### config.mk
export PLATFORM = sky130hd
export DESIGN_NAME = i2c_cmd_sequencer
export DESIGN_NICKNAME = d
export VERILOG_FILES = /design/src/rtl/i2c_cmd_sequencer.sv
export SDC_FILE = /design/constraint.sdc
export NUM_CORES = 1
export LEC_CHECK = 0
export ABC_CLOCK_PERIOD_IN_PS = 3110
export BUFFER_PORTS_ARGS = -buffer_cell sky130_fd_sc_hd__buf_2
export CORE_MARGIN = 2
export CORE_UTILIZATION = 47
export CTS_BUF_LIST = sky130_fd_sc_hd__clkbuf_4
export DETAILED_ROUTE_END_ITERATION = 12
export PLACE_DENSITY = 0.66
export SETUP_SLACK_MARGIN = 0.02
export SYNTH_ARGS = -nofsm -noshare
export SYNTH_HDL_FRONTEND = slang
export SYNTH_SLANG_ARGS = --single-unit
### constraint.sdc
create_clock -name clk -period 3.11 [get_ports clk]
set_input_delay 0.311 -clock clk [delete_from_list [all_inputs] [get_ports clk]]
set_output_delay 0.311 -clock clk [all_outputs]
set_load 0.02 [all_outputs]
### src/rtl/i2c_cmd_sequencer.sv
// Queues I2C commands, hands them one at a time to a byte-level I2C master,
// and returns one response per command (data, NACK or timeout) in order.
module i2c_cmd_sequencer #(
  parameter int DEPTH   = 4,
  parameter int TIMEOUT = 16384
) (
  input  logic                     clk,
  input  logic                     rst_n,
  input  logic                     cmd_valid,
  output logic                     cmd_ready,
  input  logic                     cmd_r_w,
  input  logic [6:0]               cmd_addr,
  input  logic [7:0]               cmd_data,
  output logic                     rsp_valid,
  input  logic                     rsp_ready,
  output logic [7:0]               rsp_data,
  output logic                     rsp_r_w,
  output logic                     rsp_err,
  output logic                     rsp_timeout,
  output logic                     m_new_dat,
  output logic [6:0]               m_addr,
  output logic                     m_r_w,
  output logic [7:0]               m_dat_in,
  input  logic [7:0]               m_dat_out,
  input  logic                     m_busy,
  input  logic                     m_ack_err,
  input  logic                     m_done,
  output logic                     idle,
  output logic [$clog2(DEPTH):0]   cmd_count,
  output logic [1:0]               fsm_state
);

  localparam int AW = $clog2(DEPTH);
  localparam int CW = AW + 1;
  localparam int TW = $clog2(TIMEOUT);
  localparam logic [TW-1:0] T_LAST = TW'(TIMEOUT - 1);

  typedef enum logic [1:0] {IDLE, ISSUE, WAIT_DONE, RETIRE} state_t;
  state_t state;

  // Both queues use valid/ready: a transfer happens on any rising edge where
  // valid and ready are both high; valid never depends on ready.
  logic [15:0]   cmd_mem [DEPTH];
  logic [AW-1:0] cmd_wp, cmd_rp;
  logic [CW-1:0] cmd_cnt;
  logic          cmd_full, cmd_push, cmd_pop;
  logic [15:0]   cmd_head;

  logic [10:0]   rsp_mem [DEPTH];
  logic [AW-1:0] rsp_wp, rsp_rp;
  logic [CW-1:0] rsp_cnt;
  logic          rsp_full, rsp_push, rsp_pop;
  logic [10:0]   rsp_wdata;

  logic [TW-1:0] tcnt;
  logic          in_txn, done_hit, to_hit;

  assign cmd_full  = (cmd_cnt == CW'(DEPTH));
  assign cmd_ready = !cmd_full;
  assign cmd_push  = cmd_valid && !cmd_full;
  assign rsp_full  = (rsp_cnt == CW'(DEPTH));
  assign cmd_pop   = (state == IDLE) && (cmd_cnt != '0) && !rsp_full;
  assign cmd_head  = cmd_mem[cmd_rp];
  assign cmd_count = cmd_cnt;

  assign rsp_valid = (rsp_cnt != '0);
  assign rsp_pop   = rsp_valid && rsp_ready;
  assign {rsp_data, rsp_r_w, rsp_err, rsp_timeout} = rsp_mem[rsp_rp];

  // A done pulse on the final timeout cycle still counts as a completion.
  assign in_txn    = (state == ISSUE) || (state == WAIT_DONE);
  assign done_hit  = in_txn && m_done;
  assign to_hit    = in_txn && !m_done && (tcnt == T_LAST);
  assign rsp_push  = done_hit || to_hit;
  assign rsp_wdata = done_hit ? {(m_r_w ? m_dat_out : 8'h00), m_r_w, m_ack_err, 1'b0}
                              : {8'h00, m_r_w, 1'b1, 1'b1};

  assign idle      = (state == IDLE) && (cmd_cnt == '0);
  assign fsm_state = state;

  always_ff @(posedge clk) begin
    if (cmd_push) cmd_mem[cmd_wp] <= {cmd_r_w, cmd_addr, cmd_data};
    if (rsp_push) rsp_mem[rsp_wp] <= rsp_wdata;
  end

  always_ff @(posedge clk or negedge rst_n) begin
    if (!rst_n) begin
      cmd_wp  <= '0;
      cmd_rp  <= '0;
      cmd_cnt <= '0;
      rsp_wp  <= '0;
      rsp_rp  <= '0;
      rsp_cnt <= '0;
    end else begin
      if (cmd_push) cmd_wp <= cmd_wp + AW'(1);
      if (cmd_pop)  cmd_rp <= cmd_rp + AW'(1);
      cmd_cnt <= cmd_cnt + CW'(cmd_push) - CW'(cmd_pop);
      if (rsp_push) rsp_wp <= rsp_wp + AW'(1);
      if (rsp_pop)  rsp_rp <= rsp_rp + AW'(1);
      rsp_cnt <= rsp_cnt + CW'(rsp_push) - CW'(rsp_pop);
    end
  end

  // m_addr/m_r_w/m_dat_in double as the holding register for the command in flight.
  always_ff @(posedge clk or negedge rst_n) begin
    if (!rst_n) begin
      state     <= IDLE;
      m_new_dat <= 1'b0;
      m_addr    <= '0;
      m_r_w     <= 1'b0;
      m_dat_in  <= '0;
      tcnt      <= '0;
    end else begin
      case (state)
        IDLE: begin
          if (cmd_pop) begin
            {m_r_w, m_addr, m_dat_in} <= cmd_head;
            m_new_dat <= 1'b1;
            tcnt      <= '0;
            state     <= ISSUE;
          end
        end
        ISSUE, WAIT_DONE: begin
          tcnt <= tcnt + TW'(1);
          if (rsp_push) begin
            m_new_dat <= 1'b0;
            state     <= RETIRE;
          end else if ((state == ISSUE) && m_busy) begin
            m_new_dat <= 1'b0;
            state     <= WAIT_DONE;
          end
        end
        RETIRE: begin
          if (!m_busy) state <= IDLE;
        end
        default: state <= IDLE;
      endcase
    end
  end

endmodule
==> flow_summary_export.csv, run 1 <==
group,metric,value,unit
status,status,"finished, final reports clean",
layout,layout.cells.non_filler,650,
timing,fin_tns_setup,0,ps
worst_setup_path,critPathBufInv,3,
floorplan,pin_count,67,
layout,layout-drive-gt1-share,31.4,%
floorplan,die-area,14500,µm²
worst_setup_path,cp_top_family,"simple AND/OR/NAND/NOR gates",
yosys,synth_nets,411,
timing,clock_skew,17.4,ps
power_and_ir_drop,power,6.74,mW
timing,period_share,81.4,%
yosys,synth_cells,362,
route,drt_first_pass_iters,4,
floorplan,dieHeight,120,µm
yosys,synth_enable_flop_cells,108,
worst_setup_path,cp_slowest_cell,"or4b_4",
route,drtIter0Drc,161,
clock_tree,clk_pin_slew,110,ps
global_route,antenna_found_initial,0,
timing,worst_slew_pin_slew,944,ps
clock_tree,htree_levels,4,
yosys,synth_top_cell_area_share,51.0,%
layout,fin_util,55.6,%
worst_setup_path,crit_type,"flip-flop to output pin",
timing,slew_headroom,37.1,%
power_and_ir_drop,power_density,916,nW/µm²
layout,register_area,4420,µm²
floorplan,start_util,48.0,%
clock_tree,cts-resized-gates,0,
global_route,overflow,0,
yosys,ys_warn_count,0,
layout,nets,510,
timing,clock.fmax,395,MHz
layout,fill_cells,1096,
flow_run,max_cap_viol_count,0,
yosys,yosys.area.top_type,"edfxtp_1",
clock_tree,clockBufferDepth,2,
placed_design,post-place-ws,681,ps
timing,fin_ws,578,ps
layout,multi_input_comb_area,1800,µm²
worst_setup_path,cp.arrival,2220,ps
placed_design,place.gp.congestion,0.758,
clock_tree,cts_made_buffers,17,
route,via_count,3417,
yosys,yosysSeqAreaShare,69.5,%
worst_setup_path,crit_chain,"inv_1 -> ha_1 -> or4b_4 -> inv_2 -> buf_2",
layout,layout_commonest_cell,"edfxtp_1",
timing,rsz0062_at_grt,"no",
clock_tree,cts_root_buf,"clkbuf_4",
placed_design,dp.cells,601,
worst_setup_path,start_kind,"flip-flop",
global_route,grt_use_total,17.0,%
worst_setup_path,crit_fanout,8,
layout,finish.instance_area,7360,µm²
worst_setup_path,critical_path.max_stage_delay,550,ps
min_path,worstHoldPathType,"input pin to flip-flop",
placed_design,post_dp_cell_area,6910,µm²
clock_tree,clock_sinks,155,
layout,area_growth,15.7,%
layout,diodes,0,
global_route,grt_max_degree,29,
power_and_ir_drop,max-vdd-ir-drop,0.000437,V
floorplan,core,13200,µm²
power_and_ir_drop,p_leak,2.82,nW
yosys,synth-seq-cells,155,
yosys,synthFlopType,"edfxtp_1",
placed_design,place.port_buffers,66,
worst_setup_path,worstPathRequired,2800,ps
timing,whs,105,ps
clock_tree,clk_latency,540,ps
clock_tree,cts_hold_buf,17,
timing,fin_crit,2530,ps
route,drt_wl_total,11.2,mm
global_route,grt_pass1_vias,3642,
route,wl_per_cell,17.2,µm
placed_design,place.detailed.hpwl,7.22,mm
yosys,avgSynthCellArea,17.6,µm²
route,drtAntennaViolNets,0,
clock_tree,cts_setup_buffers,0,
yosys,async_flop_share,30.3,%
timing,drv_slew,0,
global_route,grt_pass1_wl,18.3,mm
worst_setup_path,end_kind,"output pin",
timing,hold_viol_final,0,
yosys,ys_top_cells_by_area,"edfxtp_1 (51%), dfrtp_1 (18%), mux4_2 (9.6%), ha_1 (3.1%), mux2_2 (2.7%)",
yosys,netlist_area,6360,µm²
clock_tree,cts_tree,"built",
layout,layout_common_cells,"edfxtp_1 (108), buf_2 (66), dfrtp_1 (47), mux4_2 (27), clkbuf_4 (18)",
route,drc,0,
floorplan,rows,42,
yosys,ys_types,50,
floorplan,die_x,120,µm
timing,setup_viol_count_final,0,
route,viasPerCell,5.26,
-- flip-flops by register name, indices dropped and copies added (netlist names) --
name and count:
cmd_count 3, cmd_mem 64, cmd_rp 2, cmd_wp 2, fsm_state 2, m_addr 7, m_dat_in 8, m_new_dat 1
m_r_w 1, rsp_cnt 3, rsp_mem 44, rsp_rp 2, rsp_wp 2, tcnt 14
-- report_power, final --
group          internal, mW  leakage [nW]  switching [mW]
registers              2.82          1.57           0.391
logic                  1.09          1.10            1.22
clock network         0.553         0.150           0.675
total                  4.46          2.82            2.29
-- final timing paths --
check | startpoint | to | slack (ps) | cells past startpoint
worst max-delay path | fsm_state[1]$_DFFE_PN0P_ | idle | 580 | 5
worst min-delay path | m_ack_err | rsp_mem[1][1]$_DFFE_PP_ | 100 | 2
worst max register to register | tcnt[2]$_DFFE_PN0P_ | rsp_cnt[2]$_DFF_PN0_ | 640 | 9
worst min register to register | m_dat_in[0]$_DFFE_PN0P_ | m_dat_in[0]$_DFFE_PN0P_ | 500 | 1
max in group asynchronous | rst_n | m_addr[6]$_DFFE_PN0P_ | 1970 | 3
min in group asynchronous | rst_n | tcnt[0]$_DFFE_PN0P_ | 360 | 2
-- cells in the mapped netlist, types with 3 or more instances --
master / number
nand4_1: 3
edfxtp_1: 108
xor2_1: 3
dfrtp_1: 47
mux4_2: 27
o21ai_0: 5
nand3_1: 5
inv_1: 16
buf_6: 3
or3_1: 6
mux2_2: 15
and2_1: 10
a21oi_1: 8
or4_1: 3
clkbuf_1: 4
buf_2: 3
nand2_1: 12
xnor2_1: 10
ha_1: 16
nor2_1: 6
nor2b_1: 5
o31ai_1: 3
and3_1: 9
-- cell families (layout without fill, tap and decap cells) --
family,Yosys count,after routing,synth area share (%)
adders and majority gates,18,18,3.78
xor gates and xnor gates,13,13,1.79
DFF,155,155,69.5
and+or+nand+nor,73,73,6.90
AOI/OAI and AO/OA,28,28,2.93
muxes,46,46,13.0
buffers and inverters,29,141,2.18
-- final cells by class --
cell class	count	share of cell area (%)
multi-input cells	178	24.5
flip-flops and latches	155	60.0
inverters	17	0.867
repair buffers	92	7.72
clock inverters	14	2.06
clock buffers	18	1.84
well taps	176	2.99
-- layer usage --
layer	vias to the layer above	track usage [%]	part of all wire, %
met5	-	0	0
met2	75	29.2	51
met1	1732	20.3	43
met3	15	4.34	4.5
met4	0	7.41	1.5
li1	1595	-	-
-- worst register-to-register path, stage by stage, from the launching register on --
cell     delay, ps
dfrtp_1        430
and4_1         250
nand2_1        200
o31a_1         320
ha_1           290
inv_1           40
ha_1           180
fa_1           380
xnor2_1        190
xnor2_1        130
Note: power is estimated with default switching activity, not from simulation.
==> run 2: changes to the inputs <==
ABC_CLOCK_PERIOD_IN_PS = 2400   (was 3110)
clock period = 2.4 ns   (was 3.11 ns; I/O delays follow)
==> flow_summary_export.csv, run 2 (synthesis gave the netlist of run 1 again) <==
group,metric,value,unit
global_route,grt_pass1_vias,3576,
layout,fin_util,57.1,%
layout,area_growth,18.9,%
timing,clock.fmax,431,MHz
timing,fin_ws,82.5,ps
global_route,overflow,0,
timing,hold_viol_final,0,
power_and_ir_drop,pwr-share-comb,37.0,%
layout,finish.instance_area,7560,µm²
worst_setup_path,crit_type,"flip-flop to flip-flop",
power_and_ir_drop,switchingPower,3.03,mW
floorplan,core,13200,µm²
power_and_ir_drop,max-vdd-ir-drop,0.000563,V
route,drt_wl_total,11.5,mm
timing,rsz0062_at_grt,"yes",
clock_tree,clockBufferDepth,2,
timing,clock_skew,14.3,ps
status,status,"finished, final reports clean",
floorplan,die-area,14500,µm²
worst_setup_path,worstPathRequired,2820,ps
min_path,holdCritStartpoint,"m_dat_out[3]",
floorplan,pin_count,67,
timing,slew_headroom,38.6,%
power_and_ir_drop,power_density,1180,nW/µm²
layout,layout-drive-gt1-share,38.0,%
placed_design,post_dp_cell_area,7020,µm²
global_route,grt_pass1_wl,18.1,mm
power_and_ir_drop,power.internal,5.91,mW
layout,diodes,0,
clock_tree,cts_tree,"built",
clock_tree,clk_latency,530,ps
placed_design,place.port_buffers,66,
route,drt_first_pass_iters,4,
layout,layout_commonest_cell,"edfxtp_1",
global_route,grt_use_total,16.9,%
layout,layout_common_cells,"edfxtp_1 (108), buf_2 (65), dfrtp_1 (41), mux4_2 (27), buf_4 (24)",
floorplan,dieHeight,120,µm
layout,regMostFlops,"cmd_mem",
timing,whs,65.1,ps
power_and_ir_drop,power_frac_seq,45.8,%
power_and_ir_drop,clockPowerShare,17.2,%
placed_design,place.detailed.hpwl,7.47,mm
clock_tree,cts_made_buffers,17,
route,drtAntennaViolNets,0,
power_and_ir_drop,p_leak,2.89,nW
worst_setup_path,cp_slowest_cell,"dfrtp_1",
clock_tree,clock_sinks,155,
global_route,grt_max_degree,31,
clock_tree,htree_levels,4,
route,drc,0,
timing,worst_slew_pin_slew,920,ps
power_and_ir_drop,swShare,33.9,%
route,via_count,3498,
floorplan,rows,42,
worst_setup_path,cp.arrival,2740,ps
power_and_ir_drop,power,8.94,mW
layout,largest_registers,"cmd_mem x64, rsp_mem x44, tcnt x14",
worst_setup_path,cp_top_family,"adder cells",
timing,drv_slew,0,
worst_setup_path,end_kind,"flip-flop",
placed_design,post-place-ws,73.3,ps
worst_setup_path,crit_fanout,4,
route,viasPerCell,5.25,
min_path,worstHoldPathType,"input pin to flip-flop",
timing,fin_crit,2320,ps
worst_setup_path,critical_path.max_stage_delay,410,ps
clock_tree,clk_pin_slew,130,ps
floorplan,start_util,48.0,%
global_route,antenna_found_initial,0,
route,drtIter0Drc,251,
worst_setup_path,critPathLaunch,"tcnt[7]$_DFFE_PN0P_",
timing,setup_viol_count_final,0,
route,wl_per_cell,17.3,µm
layout,nets,526,
worst_setup_path,critPathBufInv,1,
layout,largest_reg_flops,64,
clock_tree,cts_root_buf,"clkbuf_4",
worst_setup_path,crit_chain,"and4_4 -> nand4_1 -> o31a_1 -> ha_1 -> inv_2 -> ha_4 -> fa_2 -> xnor2_2 -> xnor2_1",
flow_run,max_cap_viol_count,0,
floorplan,die_x,120,µm
worst_setup_path,start_kind,"flip-flop",
placed_design,place.gp.congestion,0.737,
worst_setup_path,r2r_start,"tcnt[7]$_DFFE_PN0P_",
timing,period_share,96.6,%
run 2: cell types whose count changed in the layout (fill, tap and decap cells not counted), moves of 3 or more:
cell,previous run,this run
inv_1,16,12
clkbuf_4,18,23
ha_4,0,3
buf_4,9,24
dfrtp_2,0,6
dfrtp_1,47,41
inv_2,1,4
ha_1,16,12
run 2: path summary, 6_finish.rpt:
check	cells after the start	slack, ps	endpoint
max	9	80	rsp_cnt[2]$_DFF_PN0_
min	2	70	rsp_mem[0][6]$_DFFE_PP_
max reg2reg	9	80	rsp_cnt[2]$_DFF_PN0_
min reg2reg	1	500	m_dat_in[0]$_DFFE_PN0P_
max in group asynchronous	3	1630	rsp_cnt[0]$_DFF_PN0_
min in group asynchronous	2	200	cmd_rp[1]$_DFFE_PN0P_
run 2: metrics by stage:
| stage | setup TNS (ps) | instances |
|---|---|---|
| finish | 0 | 666 |
| global route | -16.8 | 666 |
| floorplan | -69.4 | 362 |
| CTS | 0 | 658 |
| global placement | 0 | 608 |
| detailed placement | 0 | 608 |
run 2: power by group through the flow:
stage | sequential [mW] | clock, mW | combinational [mW]
CTS | 4.10 | 1.60 | 3.26
global route | 4.18 | 1.70 | 3.60
detailed placement | 4.16 | 0 | 3.24
finish | 4.10 | 1.54 | 3.30
global placement | 4.11 | 0 | 3.14
floorplan | 4.20 | 0 | 2.21
run 2: area by class of cell:
type | count | area (µm²)
repair buffers | 108 | 706
flip-flops and latches | 155 | 4430
clock inverters | 9 | 103
clock buffers | 23 | 173
well taps | 176 | 220
fillers | 1062 | 5680
multi-input cells | 178 | 1870
inverters | 17 | 66.3
run 2: per-layer routing:
layer	vias to the layer above	routed length [µm]	share of wire, %	track usage, %
met5	-	0	0	0
met4	0	175	1.5	7.19
met3	18	473	4.1	4.48
met2	83	5960	52	28.2
met1	1768	4910	43	20.8
li1	1629	-	-	-
run 2: what timing repair did:
item / in CTS / in global routing
gates resized for setup: 1 / 9
buffers inserted: 0 / 8
hold buffers: 18 / 0
pin swaps: 0 / 7
endpoints found under the setup margin: 11 / 2
gates cloned: 0 / 0
endpoints found under the hold margin: 85 / 0
run 2: worst register-to-register path, cell delays in order (launching register included):
cell and delay (ps):
dfrtp_1 410, and4_4 260, nand4_1 150, o31a_1 290, ha_1 290, inv_2 50, ha_4 150, fa_2 370
xnor2_2 150, xnor2_1 120
==> run 3: changes to the inputs <==
ABC_CLOCK_PERIOD_IN_PS = 2500   (was 2400)
clock period = 2.5 ns   (was 2.4 ns; I/O delays follow)
==> flow_summary_export.csv, run 3 (synthesis gave the netlist of run 1 again) <==
group,metric,value,unit
worst_setup_path,start_kind,"flip-flop",
power_and_ir_drop,power_frac_seq,46.7,%
layout,finish.instance_area,7410,µm²
worst_setup_path,critPathLaunch,"tcnt[7]$_DFFE_PN0P_",
clock_tree,clk_latency,540,ps
power_and_ir_drop,switchingPower,2.89,mW
placed_design,dp.cells,607,
timing,hold_viol_final,0,
power_and_ir_drop,power_density,1120,nW/µm²
timing,worst_slew_pin_slew,911,ps
global_route,grt_use_total,17.1,%
worst_setup_path,crit_fanout,5,
power_and_ir_drop,p_leak,2.84,nW
floorplan,pin_count,67,
layout,multi_input_comb_area,1830,µm²
min_path,holdCritStartpoint,"m_dat_out[4]",
route,via_count,3476,
route,drc,0,
timing,rsz0062_at_grt,"yes",
timing,clock_skew,12.9,ps
floorplan,rows,42,
power_and_ir_drop,pwr-share-comb,37.0,%
floorplan,core,13200,µm²
power_and_ir_drop,clockPowerShare,16.3,%
layout,largest_registers,"cmd_mem x64, rsp_mem x44, tcnt x14",
route,drt_wl_total,11.3,mm
status,status,"finished, final reports clean",
placed_design,place.gp.congestion,0.804,
power_and_ir_drop,max-vdd-ir-drop,0.000580,V
route,drtAntennaViolNets,0,
layout,layout_common_cells,"edfxtp_1 (108), buf_2 (66), dfrtp_1 (43), mux4_2 (27), clkbuf_4 (19)",
clock_tree,clock_sinks,155,
layout,register_area,4420,µm²
worst_setup_path,r2r_start,"tcnt[7]$_DFFE_PN0P_",
power_and_ir_drop,swShare,34.8,%
global_route,grt_pass1_vias,3553,
timing,slew_headroom,39.3,%
worst_setup_path,cp_slowest_cell,"dfrtp_1",
route,viasPerCell,5.28,
route,wl_per_cell,17.2,µm
global_route,overflow,0,
layout,nets,517,
global_route,antenna_found_initial,1,
worst_setup_path,crit_chain,"and4_4 -> nand4_1 -> o31a_1 -> ha_1 -> inv_1 -> ha_1 -> fa_2 -> xnor2_2 -> xnor2_1",
worst_setup_path,reg2regPathDepth,9,
placed_design,post_dp_cell_area,6970,µm²
worst_setup_path,worstPathRequired,2940,ps
layout,layout.cells.non_filler,658,
timing,drv_slew,0,
worst_setup_path,cp.arrival,2810,ps
clock_tree,htree_levels,4,
timing,setup_viol_count_final,0,
route,drt_first_pass_iters,5,
flow_run,max_cap_viol_count,0,
layout,largest_reg_flops,64,
route,drtIter0Drc,240,
global_route,grt_pass1_wl,18.4,mm
clock_tree,clockBufferDepth,2,
clock_tree,clk_pin_slew,120,ps
min_path,hold_depth,2,
worst_setup_path,end_kind,"flip-flop",
floorplan,die-area,14500,µm²
floorplan,dieHeight,120,µm
clock_tree,cts_root_buf,"clkbuf_4",
timing,period_share,94.6,%
layout,fill_cells,1098,
clock_tree,cts_made_buffers,17,
layout,layout_commonest_cell,"edfxtp_1",
worst_setup_path,crit_type,"flip-flop to flip-flop",
placed_design,place.detailed.hpwl,7.25,mm
min_path,worstHoldPathType,"input pin to flip-flop",
global_route,grt_max_degree,25,
clock_tree,cts_setup_buffers,0,
floorplan,start_util,48.0,%
clock_tree,cts_tree,"built",
timing,clock.fmax,423,MHz
floorplan,die_x,120,µm
layout,regMostFlops,"cmd_mem",
power_and_ir_drop,power.internal,5.42,mW
placed_design,place.port_buffers,66,
worst_setup_path,critPathMostFrequentCell,"ha_1",
layout,layout-drive-gt1-share,34.5,%
timing,fin_crit,2360,ps
layout,area_growth,16.4,%
worst_setup_path,critical_path.max_stage_delay,420,ps
==> run 3: layout make-up <==
cell class              instances  area share (%)
well taps                     176            2.97
multi-input cells             178            24.7
clock inverters                13            1.35
clock buffers                  19            1.93
flip-flops and latches        155            59.7
diodes                          1          0.0338
inverters                      17           0.861
repair buffers                 99            8.41
==> run 3: stage by stage <==
step	util, %	worst slack (ps)	total power, mW	setup TNS (ps)	hold WS (ps)
final	55.9	136	8.31	0	54.4
after detailed placement	52.6	110	7.04	0	278
after floorplan	-	-3.79	6.11	-3.79	-45.6
after CTS	55.8	78.1	8.41	0	14.7
after global routing	55.9	15.7	8.86	0	26.1
after global placement	52.6	152	6.95	0	268
==> run 3: timing repair <==
action,in CTS,in global routing
endpoints found under the setup margin,0,2
hold buffers,18,0
hold endpoints to repair,115,0
resized for setup,0,5
==> run 3: final timing paths <==
path | to | slack, ps
worst max-delay path | rsp_cnt[2]$_DFF_PN0_ | 140
worst min-delay path | rsp_mem[0][7]$_DFFE_PP_ | 50
worst max register to register | rsp_cnt[2]$_DFF_PN0_ | 140
worst min register to register | m_addr[6]$_DFFE_PN0P_ | 510
max in group asynchronous | cmd_count[1]$_DFF_PN0_ | 1960
min in group asynchronous | m_new_dat$_DFFE_PN0P_ | 230
==> run 3: critical path: cells and delay by family (launching register included) <==
kind,cells,cell delay (ps)
buffers and inverters,1,40
flip-flops,1,420
adder cells (fa/ha/maj),3,810
XOR/XNOR,2,270
AND/OR/NAND/NOR,2,390
AO/OA/AOI/OAI,1,340
==> run 3: power groups by stage <==
stage	Combinational, mW	Clock [mW]	Sequential (mW)
CTS	3.13	1.39	3.89
global route	3.39	1.50	3.97
detailed placement	3.09	0	3.95
finish	3.07	1.35	3.88
global placement	3.04	0	3.91
floorplan	2.08	0	4.03
==> run 3: layer usage <==
metal / share of wire, % / GRT usage [%] / wire [µm] / vias up
li1: - / - / - / 1610
met1: 43 / 21.7 / 4830 / 1774
met2: 52 / 28.1 / 5840 / 85
met3: 4.8 / 5.33 / 547 / 7
met4: 0.87 / 6.03 / 99 / 0
met5: 0 / 0 / 0 / -
